[src/rtl/my_pkg.sv]
// Shared fetch-path constants and the decode-facing entry type.
// pc_reg takes its reset value from RESET_PC here.
package my_pkg;

   localparam int ADDR_WIDTH  = 32;
   localparam int DATA_WIDTH  = 32;
   localparam int INSTR_BYTES = 4;
   localparam logic [ADDR_WIDTH-1:0] RESET_PC = 32'h0000_1000;

   typedef struct packed {
      logic [ADDR_WIDTH-1:0] pc;
      logic [DATA_WIDTH-1:0] instr;
   } fetch_entry_t;

endpackage

[src/rtl/sync_fifo.sv]
// Small synchronous FIFO with flush, registered storage and a head-of-queue read port.
// A push when full is accepted only if a pop happens in the same cycle.
module sync_fifo #(
   parameter int WIDTH = 8,
   parameter int DEPTH = 2,
   localparam int CNT_W = $clog2(DEPTH + 1),
   localparam int PTR_W = (DEPTH > 1) ? $clog2(DEPTH) : 1
) (
   input  logic             clk,
   input  logic             rst_n,
   input  logic             flush,
   input  logic             push,
   input  logic [WIDTH-1:0] push_data,
   input  logic             pop,
   output logic [WIDTH-1:0] head_data,
   output logic [CNT_W-1:0] count,
   output logic             full,
   output logic             empty
);

   logic [WIDTH-1:0] mem [DEPTH];
   logic [PTR_W-1:0] wr_ptr;
   logic [PTR_W-1:0] rd_ptr;
   logic             do_push;
   logic             do_pop;

   function automatic logic [PTR_W-1:0] ptr_inc(input logic [PTR_W-1:0] p);
      return (p == PTR_W'(DEPTH - 1)) ? '0 : p + PTR_W'(1);
   endfunction

   assign empty     = (count == '0);
   assign full      = (count == CNT_W'(DEPTH));
   assign do_pop    = pop & ~empty;
   assign do_push   = push & (~full | do_pop);
   assign head_data = mem[rd_ptr];

   // Flush wins over a same-cycle push or pop.
   always_ff @(posedge clk or negedge rst_n) begin
      if (!rst_n) begin
         wr_ptr <= '0;
         rd_ptr <= '0;
         count  <= '0;
         for (int i = 0; i < DEPTH; i++) mem[i] <= '0;
      end else if (flush) begin
         wr_ptr <= '0;
         rd_ptr <= '0;
         count  <= '0;
      end else begin
         if (do_push) begin
            mem[wr_ptr] <= push_data;
            wr_ptr      <= ptr_inc(wr_ptr);
         end
         if (do_pop) rd_ptr <= ptr_inc(rd_ptr);
         case ({do_push, do_pop})
            2'b10:   count <= count + CNT_W'(1);
            2'b01:   count <= count - CNT_W'(1);
            default: ;
         endcase
      end
   end

endmodule

[src/rtl/ifetch_ctrl.sv]
// Instruction-fetch control: credit-limited in-order imem requests, PC queue for
// in-flight fetches, instruction buffer for decode, and pc_next back to pc_reg.
module ifetch_ctrl
   import my_pkg::*;
#(
   parameter int ADDR_WIDTH = my_pkg::ADDR_WIDTH,
   parameter int DATA_WIDTH = my_pkg::DATA_WIDTH,
   parameter int FIFO_DEPTH = 2,
   parameter logic [ADDR_WIDTH-1:0] RESET_PC = my_pkg::RESET_PC
) (
   input  logic                  clk,
   input  logic                  rst_n,
   input  logic [ADDR_WIDTH-1:0] pc_current,
   output logic [ADDR_WIDTH-1:0] pc_next,
   input  logic                  redirect_valid,
   input  logic [ADDR_WIDTH-1:0] redirect_pc,
   output logic                  imem_req_valid,
   input  logic                  imem_req_ready,
   output logic [ADDR_WIDTH-1:0] imem_req_addr,
   input  logic                  imem_rsp_valid,
   input  logic [DATA_WIDTH-1:0] imem_rsp_data,
   output logic                  if_valid,
   input  logic                  if_ready,
   output logic [ADDR_WIDTH-1:0] if_pc,
   output logic [DATA_WIDTH-1:0] if_instr
);

   localparam int CNT_W = $clog2(FIFO_DEPTH + 1);

   // Handshakes: a transfer happens on a cycle where valid & ready are both high;
   // a raised valid holds its payload until accepted (a redirect may withdraw a
   // request). The response channel has no ready: credit guarantees it a slot.

   logic [CNT_W-1:0]      outstanding;
   logic [CNT_W-1:0]      fifo_count;
   logic [CNT_W-1:0]      drop_cnt;
   logic                  credit_ok;
   logic                  req_fire;
   logic                  rsp_drop;
   logic                  rsp_keep;
   logic                  if_pop;
   logic [ADDR_WIDTH-1:0] rsp_pc;
   logic                  pcq_full;
   logic                  pcq_empty;
   logic                  ififo_full;
   logic                  ififo_empty;
   fetch_entry_t          rsp_entry;
   fetch_entry_t          head_entry;

   assign credit_ok = ({1'b0, outstanding} + {1'b0, fifo_count}) < (CNT_W + 1)'(FIFO_DEPTH);

   assign imem_req_valid = rst_n & credit_ok & ~redirect_valid;
   assign imem_req_addr  = pc_current;
   assign req_fire       = imem_req_valid & imem_req_ready;

   // Responses are discarded while older-path fetches drain, and always on a redirect cycle.
   assign rsp_drop  = imem_rsp_valid & (redirect_valid | (drop_cnt != '0));
   assign rsp_keep  = imem_rsp_valid & ~rsp_drop;
   assign rsp_entry = '{pc: rsp_pc, instr: imem_rsp_data};

   assign if_valid = ~ififo_empty;
   assign if_pc    = head_entry.pc;
   assign if_instr = head_entry.instr;
   assign if_pop   = if_valid & if_ready & ~redirect_valid;

   // Occupancy of the PC queue is exactly the number of outstanding requests.
   sync_fifo #(
      .WIDTH (ADDR_WIDTH),
      .DEPTH (FIFO_DEPTH)
   ) u_pc_queue (
      .clk       (clk),
      .rst_n     (rst_n),
      .flush     (1'b0),
      .push      (req_fire),
      .push_data (pc_current),
      .pop       (imem_rsp_valid),
      .head_data (rsp_pc),
      .count     (outstanding),
      .full      (pcq_full),
      .empty     (pcq_empty)
   );

   sync_fifo #(
      .WIDTH ($bits(fetch_entry_t)),
      .DEPTH (FIFO_DEPTH)
   ) u_instr_fifo (
      .clk       (clk),
      .rst_n     (rst_n),
      .flush     (redirect_valid),
      .push      (rsp_keep),
      .push_data (rsp_entry),
      .pop       (if_pop),
      .head_data (head_entry),
      .count     (fifo_count),
      .full      (ififo_full),
      .empty     (ififo_empty)
   );

   // outstanding already counts fetches still to be dropped, so it replaces drop_cnt.
   always_ff @(posedge clk or negedge rst_n) begin
      if (!rst_n) begin
         drop_cnt <= '0;
      end else if (redirect_valid) begin
         drop_cnt <= outstanding - CNT_W'(imem_rsp_valid);
      end else if (imem_rsp_valid && (drop_cnt != '0)) begin
         drop_cnt <= drop_cnt - CNT_W'(1);
      end
   end

   always_comb begin
      pc_next = pc_current;
      if (rst_n) begin
         if (redirect_valid) begin
            pc_next = {redirect_pc[ADDR_WIDTH-1:2], 2'b00};
         end else if (req_fire) begin
            pc_next = pc_current + ADDR_WIDTH'(INSTR_BYTES);
         end
      end
   end

   a_rsp_has_req: assert property (@(posedge clk) disable iff (!rst_n)
      imem_rsp_valid |-> !pcq_empty);
   a_pcq_room: assert property (@(posedge clk) disable iff (!rst_n)
      req_fire |-> !pcq_full);
   a_fifo_room: assert property (@(posedge clk) disable iff (!rst_n)
      rsp_keep |-> (!ififo_full || if_pop));
   a_req_hold: assert property (@(posedge clk) disable iff (!rst_n)
      (imem_req_valid && !imem_req_ready) |=> (imem_req_valid || redirect_valid));
   a_reset_pc: assert property (@(posedge clk)
      $rose(rst_n) |-> (pc_current == RESET_PC));

endmodule

[config.mk]
export PLATFORM = sky130hd
export DESIGN_NAME = ifetch_ctrl
export DESIGN_NICKNAME = d
export VERILOG_FILES = /design/src/rtl/my_pkg.sv /design/src/rtl/sync_fifo.sv /design/src/rtl/ifetch_ctrl.sv
export SDC_FILE = /design/constraint.sdc
export NUM_CORES = 1
export LEC_CHECK = 0
export CORE_ASPECT_RATIO = 1.75
export CORE_MARGIN = 2
export CORE_UTILIZATION = 51
export DETAILED_ROUTE_END_ITERATION = 16
export PLACE_DENSITY = 0.81
export SLEW_MARGIN = 20
export SYNTH_ARGS = -nofsm -noshare
export SYNTH_HDL_FRONTEND = slang
export SYNTH_SLANG_ARGS = --single-unit
[constraint.sdc]
create_clock -name clk -period 4.8 [get_ports clk]
set_clock_uncertainty 0.1 [all_clocks]
set_input_delay 0.96 -clock clk [delete_from_list [all_inputs] [get_ports clk]]
set_output_delay 0.96 -clock clk [all_outputs]
set_load 0.1 [all_outputs]
# Word level (Yosys, flattened, before mapping)
# Index checks and enable logic that the tools add are counted.
[word_totals] regBits=202 input_bits=102 output_inout_bits=130
[classes] addsub=12 n_lt_le_gt_ge=7 eq_ne=6 muxes=28 n_bitwise=24 n_reduce_logical=12
[op_table] op="$mux 64" count=4
[op_table] op="$mux 32" count=7
[op_table] op="$bwmux 128" count=1
[op_table] op="$bwmux 64" count=1
[op_table] op="$demux 64 s1" count=1
[op_table] op="$add 32x3->32 const B" count=1
[op_table] op="$demux 32 s1" count=1
[op_table] op="$and 1x1->1" count=11
[op_table] op="$reduce_bool 2->1" count=5
[op_table] op="$eq 2x2->1 const B" count=4
[op_table] op="$ge 2x2->1 const B" count=4
[op_table] op="$mux 1" count=8
[op_table] op="$not 1->2" count=4
[op_table] op="$pmux 2 s2" count=2
[op_table] op="$mux 2" count=3
[op_table] op="$not 1->1" count=6
[op_table] op="$sub 2x1->2 const B" count=3
[op_table] op="$add 1x1->1 const B" count=4
[op_table] op="$add 2x1->2 const B" count=2
[op_table] op="$eq 2x1->1 const B" count=2
[op_table] op="$logic_not 2->1" count=2
[op_table] op="$lt 2x1->1 const B" count=2
[op_table] op="$add 2x2->3" count=1
[op_table] op="$logic_and 1x1->1" count=3
[op_table] op="5 further kinds" count=7

# Longest topological paths before layout
[depth] word_depth=10 depth_mapped=11

# Cells and area by module
# Synthesis repeated with hierarchy kept, for this count alone.
[hier_totals] cells_unflattened=814 area_unflattened_um2=10666.5
[modules_own_cells] module="sync_fifo (u_instr_fifo)" instances=1 cells_each=365 area_per_inst_um2=5914.4
[modules_own_cells] module="sync_fifo (u_pc_queue)" instances=1 cells_each=196 area_per_inst_um2=3126.7
[modules_own_cells] module="ifetch_ctrl" instances=1 cells_each=253 area_per_inst_um2=1625.3

# Worst setup path after synthesis
# OpenSTA, ideal clock, no wires.
[synth_timing] path_kind="input to output" start="input redirect_valid" end="output pc_next[14]" arrival_time_ns=4.901 t_required_ns=3.740 slack_ns=-1.161 path_stages=7 path_buffers=1 cell_sequence="buf_6 > or4b_4 > inv_2 > nand4_1 > or3_1 > xor2_1 > o21ai_0"
[synth_between] elab_chain_len=6
[synth_lines] element="start, declared" line="ifetch_ctrl.sv:15" text="input logic redirect_valid,"
[synth_lines] element="$not 1->1 (no source line)"
[synth_lines] element="$and 1x1->1" line="ifetch_ctrl.sv:52" text="assign imem_req_valid = rst_n & credit_ok & ~redirect_valid;"
[synth_lines] element="via imem_req_valid" line="ifetch_ctrl.sv:17" text="output logic imem_req_valid,"
[synth_lines] element="$and 1x1->1" line="ifetch_ctrl.sv:54" text="assign req_fire = imem_req_valid & imem_req_ready;"
[synth_lines] element="$mux 32" line="ifetch_ctrl.sv:115" text="end else if (req_fire) begin"
[synth_lines] element="$mux 32" line="ifetch_ctrl.sv:113" text="if (redirect_valid) begin"
[synth_lines] element="$mux 32" line="ifetch_ctrl.sv:112" text="if (rst_n) begin"
[synth_lines] element="end, declared" line="ifetch_ctrl.sv:14" text="output logic [ADDR_WIDTH-1:0] pc_next,"
# The timed path passes the listed nets, and every way through them passes these cells.

# Worst setup path after layout
[layout_timing] start="register u_pc_queue.count[0]" end="output pc_next[25]"
[layout_between] elab_chain_len=8
[layout_lines] element="start, declared" line="sync_fifo.sv:16" text="output logic [CNT_W-1:0] count,"
[layout_lines] element="start signal, assigned" line="sync_fifo.sv:55" text="2'b10: count <= count + CNT_W'(1);"
[layout_lines] element="start signal, assigned" line="sync_fifo.sv:56" text="2'b01: count <= count - CNT_W'(1);"
[layout_lines] element="$add 2x2->3" line="ifetch_ctrl.sv:50" text="assign credit_ok = ({1'b0, outstanding} + {1'b0, fifo_count}) < (CNT_W + 1)'(FIFO_DEPTH);"
[layout_lines] element="$lt 3x2->1" line="ifetch_ctrl.sv:50"
[layout_lines] element="$and 1x1->1 (2 in a row)" line="ifetch_ctrl.sv:52"
[layout_lines] element="$and 1x1->1" line="ifetch_ctrl.sv:54"
[layout_lines] element="$mux 32" line="ifetch_ctrl.sv:115"
[layout_lines] element="$mux 32" line="ifetch_ctrl.sv:113"
[layout_lines] element="$mux 32" line="ifetch_ctrl.sv:112"
# Every way passes these cells.

==> flow_metrics.tcl <==
set metrics [dict create \
    slowest_delay_ns 0.60 \
    synth-edff-count 0 \
    required_ns 3.74 \
    area_delta_synth_final_pct 32.6 \
    grt_pass1_wl_um 41700 \
    drt-pass1-iter-count 6 \
    fin_crit_ns 4.66 \
    drt_iter0_drc 390 \
    worst_pin_slew_ns 1.10 \
    reg2reg_setup_slack_ns 1.19 \
    ys_seq_elements 202 \
    rsz0062_at_grt "false" \
    outcome "completed" \
    met2_usage_pct 45.9 \
    met1_usage_pct 29.0 \
    cts_buffer_depth 3 \
    yosysSeqAreaShare_pct 49.9 \
    cts_buffers 20 \
    fin_area_um2 13400 \
    max_freq_mhz 215 \
    dieWidth_um 110 \
    p_leak_nw 5.84 \
    relSlewSlack_pct 26.8 \
    post_layout_nonfiller_instances 1331 \
    globalRouteTotalUtil_pct 24.4 \
    slew_viol_final 0 \
    tns_ns 0 \
    n_fill_cell 1457 \
    synth_cells 884 \
    ys_warn_count 0 \
    drc 0 \
    min_path_type "reg2reg" \
    dp_cells 1296 \
    ir_drop_mv 0.597 \
    hpwlAfterDp_um 17900 \
    ys_types 51 \
    die_height_um 190 \
    crit_fanout 6 \
    hold_ws_ns 0.402 \
    cp.arrival_ns 3.60 \
    synthTopCellsByArea "dfrtp_1, mux2_2, a21oi_1, mux2i_1, nor2_1" \
    gp_congestion 0.936 \
    row_count 68 \
    cp_slowest_cell "or4b_4" \
    path_clk_slew_ns 0.06 \
    p_per_area_nw_per_um2 722 \
    vias 7552 \
    setup_violations 0 \
    synth_top_area_share_pct 49.9 \
    hold_viol 0 \
    grt_pass1_vias 7775 \
    max-cap-violations 0 \
    synth_nets 991 \
    diodes 0 \
    port_buffers 229 \
    async_flop_share_pct 100 \
    syn_avg_cell_area_um2 11.5 \
    cts_max_level 1 \
    drtAntennaViolNets 0 \
    use_met3_pct 3.02 \
    via_per_inst 5.67 \
    synth_area_leader_cell "dfrtp_1" \
    dpl_cell_area_um2 12800 \
    cts_tree "done" \
    ctsResizeCount 0 \
    clock-sinks 202 \
    grt_start_max_net_pins 174 \
    clock-root-buffer "clkbuf_16" \
    grt.busiest_layer "met2" \
    antenna_found_initial 0 \
    start_kind "flop" \
    path_class "reg2out" \
    post_cts.repair.setup_buffers 0 \
    yosysMostFrequentCell "dfrtp_1" \
    io_pins 232 \
    syn_area_um2 10100 \
    core-area_um2 19600 \
    synth_common_cells "dfrtp_1, mux2_2, a21oi_1, nor2_1, clkbuf_1" \
    yosys_most_used_dff "dfrtp_1" \
    worstSkewPairLatency_ns 0.49 \
    path_cells "and2_1 > fa_1 > or4b_4 > nor4_4 > nand4_2 > or4_1 > nand3_1 > buf_12" \
    grt_remaining_overflow 0 \
    start_util_pct 51.7 \
    cp-end-kind "output port" \
    fin_crit_sh_pct 97.0 \
    wl_per_cell_um 19.7 \
    critPathTopFamily "simple AND/OR/NAND/NOR gates" \
    final_nets 1180 \
    drive_above_1_share_pct 34.1 \
    die-area_um2 21000 \
    crit_buf_inv 1 \
    cts_hold_buf 0 \
    routed_wl_um 26200 \
]
==> logic make-up (layout without fill, tap and decap cells) <==
| logic type | count (synthesis) | count (layout) | share of synthesized area [%] |
|---|---|---|---|
| compound gates | 133 | 133 | 7.60 |
| xor+xnor | 19 | 19 | 1.64 |
| fa+ha+maj | 5 | 5 | 0.692 |
| buf+inv | 100 | 302 | 5.30 |
| flops | 202 | 202 | 49.9 |
| mux | 230 | 230 | 25.1 |
| simple gates | 195 | 195 | 9.70 |
==> stage by stage <==
step | utilization (%) | setup slack (ns) | power, mW
final | 68.6 | 0.142 | 9.69
after floorplan | - | -0.405 | 6.99
after detailed placement | 65.3 | 0.280 | 8.20
after global placement | 65.3 | 0.281 | 8.07
after CTS | 68.6 | 0.0974 | 9.76
after global routing | 68.6 | 0.0221 | 10.1
==> routing by layer <==
layer	share of wire, %	vias to the layer above
met1	38	3750
met3	5.1	50
li1	-	3492
met2	54	260
met5	0	-
met4	2.7	0
==> cells in the final DEF (no fill, tap or decap), types with 2 or more instances in the layout <==
master           instances
o21ai_2                  4
buf_12                  37
nand2b_1                 2
mux2i_1                 38
and3_1                   4
o22ai_1                 18
nor4_1                   7
or3_1                    3
clkdlybuf4s50_1        142
nor3_1                   4
nor2b_1                  8
clkbuf_16               20
clkbuf_8                 5
o221a_2                  2
and4_1                   7
clkbuf_1                 6
o21ai_0                  6
and2_1                  12
a41o_1                   4
nor2_1                  82
xnor2_1                 10
inv_1                    6
buf_4                   80
nand4_1                  9
a21oi_1                 73
or4_1                    2
mux2_2                 192
a21oi_2                 11
xor2_1                   9
nand2_1                 32
nand3_1                 10
a311oi_1                 6
dfrtp_1                200
ha_1                     4
clkinv_2                 2
==> final cells by class <==
type | count | area, µm² | area share (%)
multi-input cells | 582 | 4610 | 34.3
clock inverters | 4 | 56.3 | 0.419
clock buffers | 31 | 592 | 4.41
inverters | 7 | 26.3 | 0.196
well taps | 245 | 307 | 2.28
flip-flops and latches | 202 | 5060 | 37.7
repair buffers | 260 | 2780 | 20.7
==> where the power goes <==
part,switching [mW],total [mW],internal (mW)
clock,0.628,1.53,0.904
combinational,3.50,5.16,1.66
sequential,0.499,3.00,2.50
total,4.62,9.69,5.07
==> path summary, 6_finish.rpt <==
| check | from | end | depth (start not counted) |
|---|---|---|---|
| setup reg to reg | u_pc_queue.count[0]$_DFFE_PN0P_ | u_pc_queue.mem[60]$_DFFE_PN0P_ | 9 |
| hold / removal | u_instr_fifo.mem[11]$_DFFE_PN0P_ | u_instr_fifo.mem[11]$_DFFE_PN0P_ | 1 |
| setup / recovery | u_pc_queue.count[0]$_DFFE_PN0P_ | pc_next[25] | 8 |
| hold reg to reg | u_instr_fifo.mem[11]$_DFFE_PN0P_ | u_instr_fifo.mem[11]$_DFFE_PN0P_ | 1 |
| max in group asynchronous | rst_n | u_instr_fifo.mem[124]$_DFFE_PN0P_ | 3 |
| min in group asynchronous | rst_n | u_instr_fifo.mem[39]$_DFFE_PN0P_ | 2 |
==> state kept, by name, summed over array words and instances, names as in the netlist <==
register	count
u_instr_fifo.mem	128
u_pc_queue.mem	64
drop_cnt	2
u_instr_fifo.count	2
u_pc_queue.count	2
u_instr_fifo.rd_ptr	1
u_instr_fifo.wr_ptr	1
u_pc_queue.rd_ptr	1
u_pc_queue.wr_ptr	1
==> worst register-to-register path, delay by kind of cell (launching register included) <==
family                   cells  cell delay (ns)
AND/OR/NAND/NOR              5             1.76
flip-flops                   1             0.45
adder cells (fa/ha/maj)      1             0.43
buffers and inverters        2             0.39
multiplexers                 1             0.36
Power figures use the tool's default switching activity.
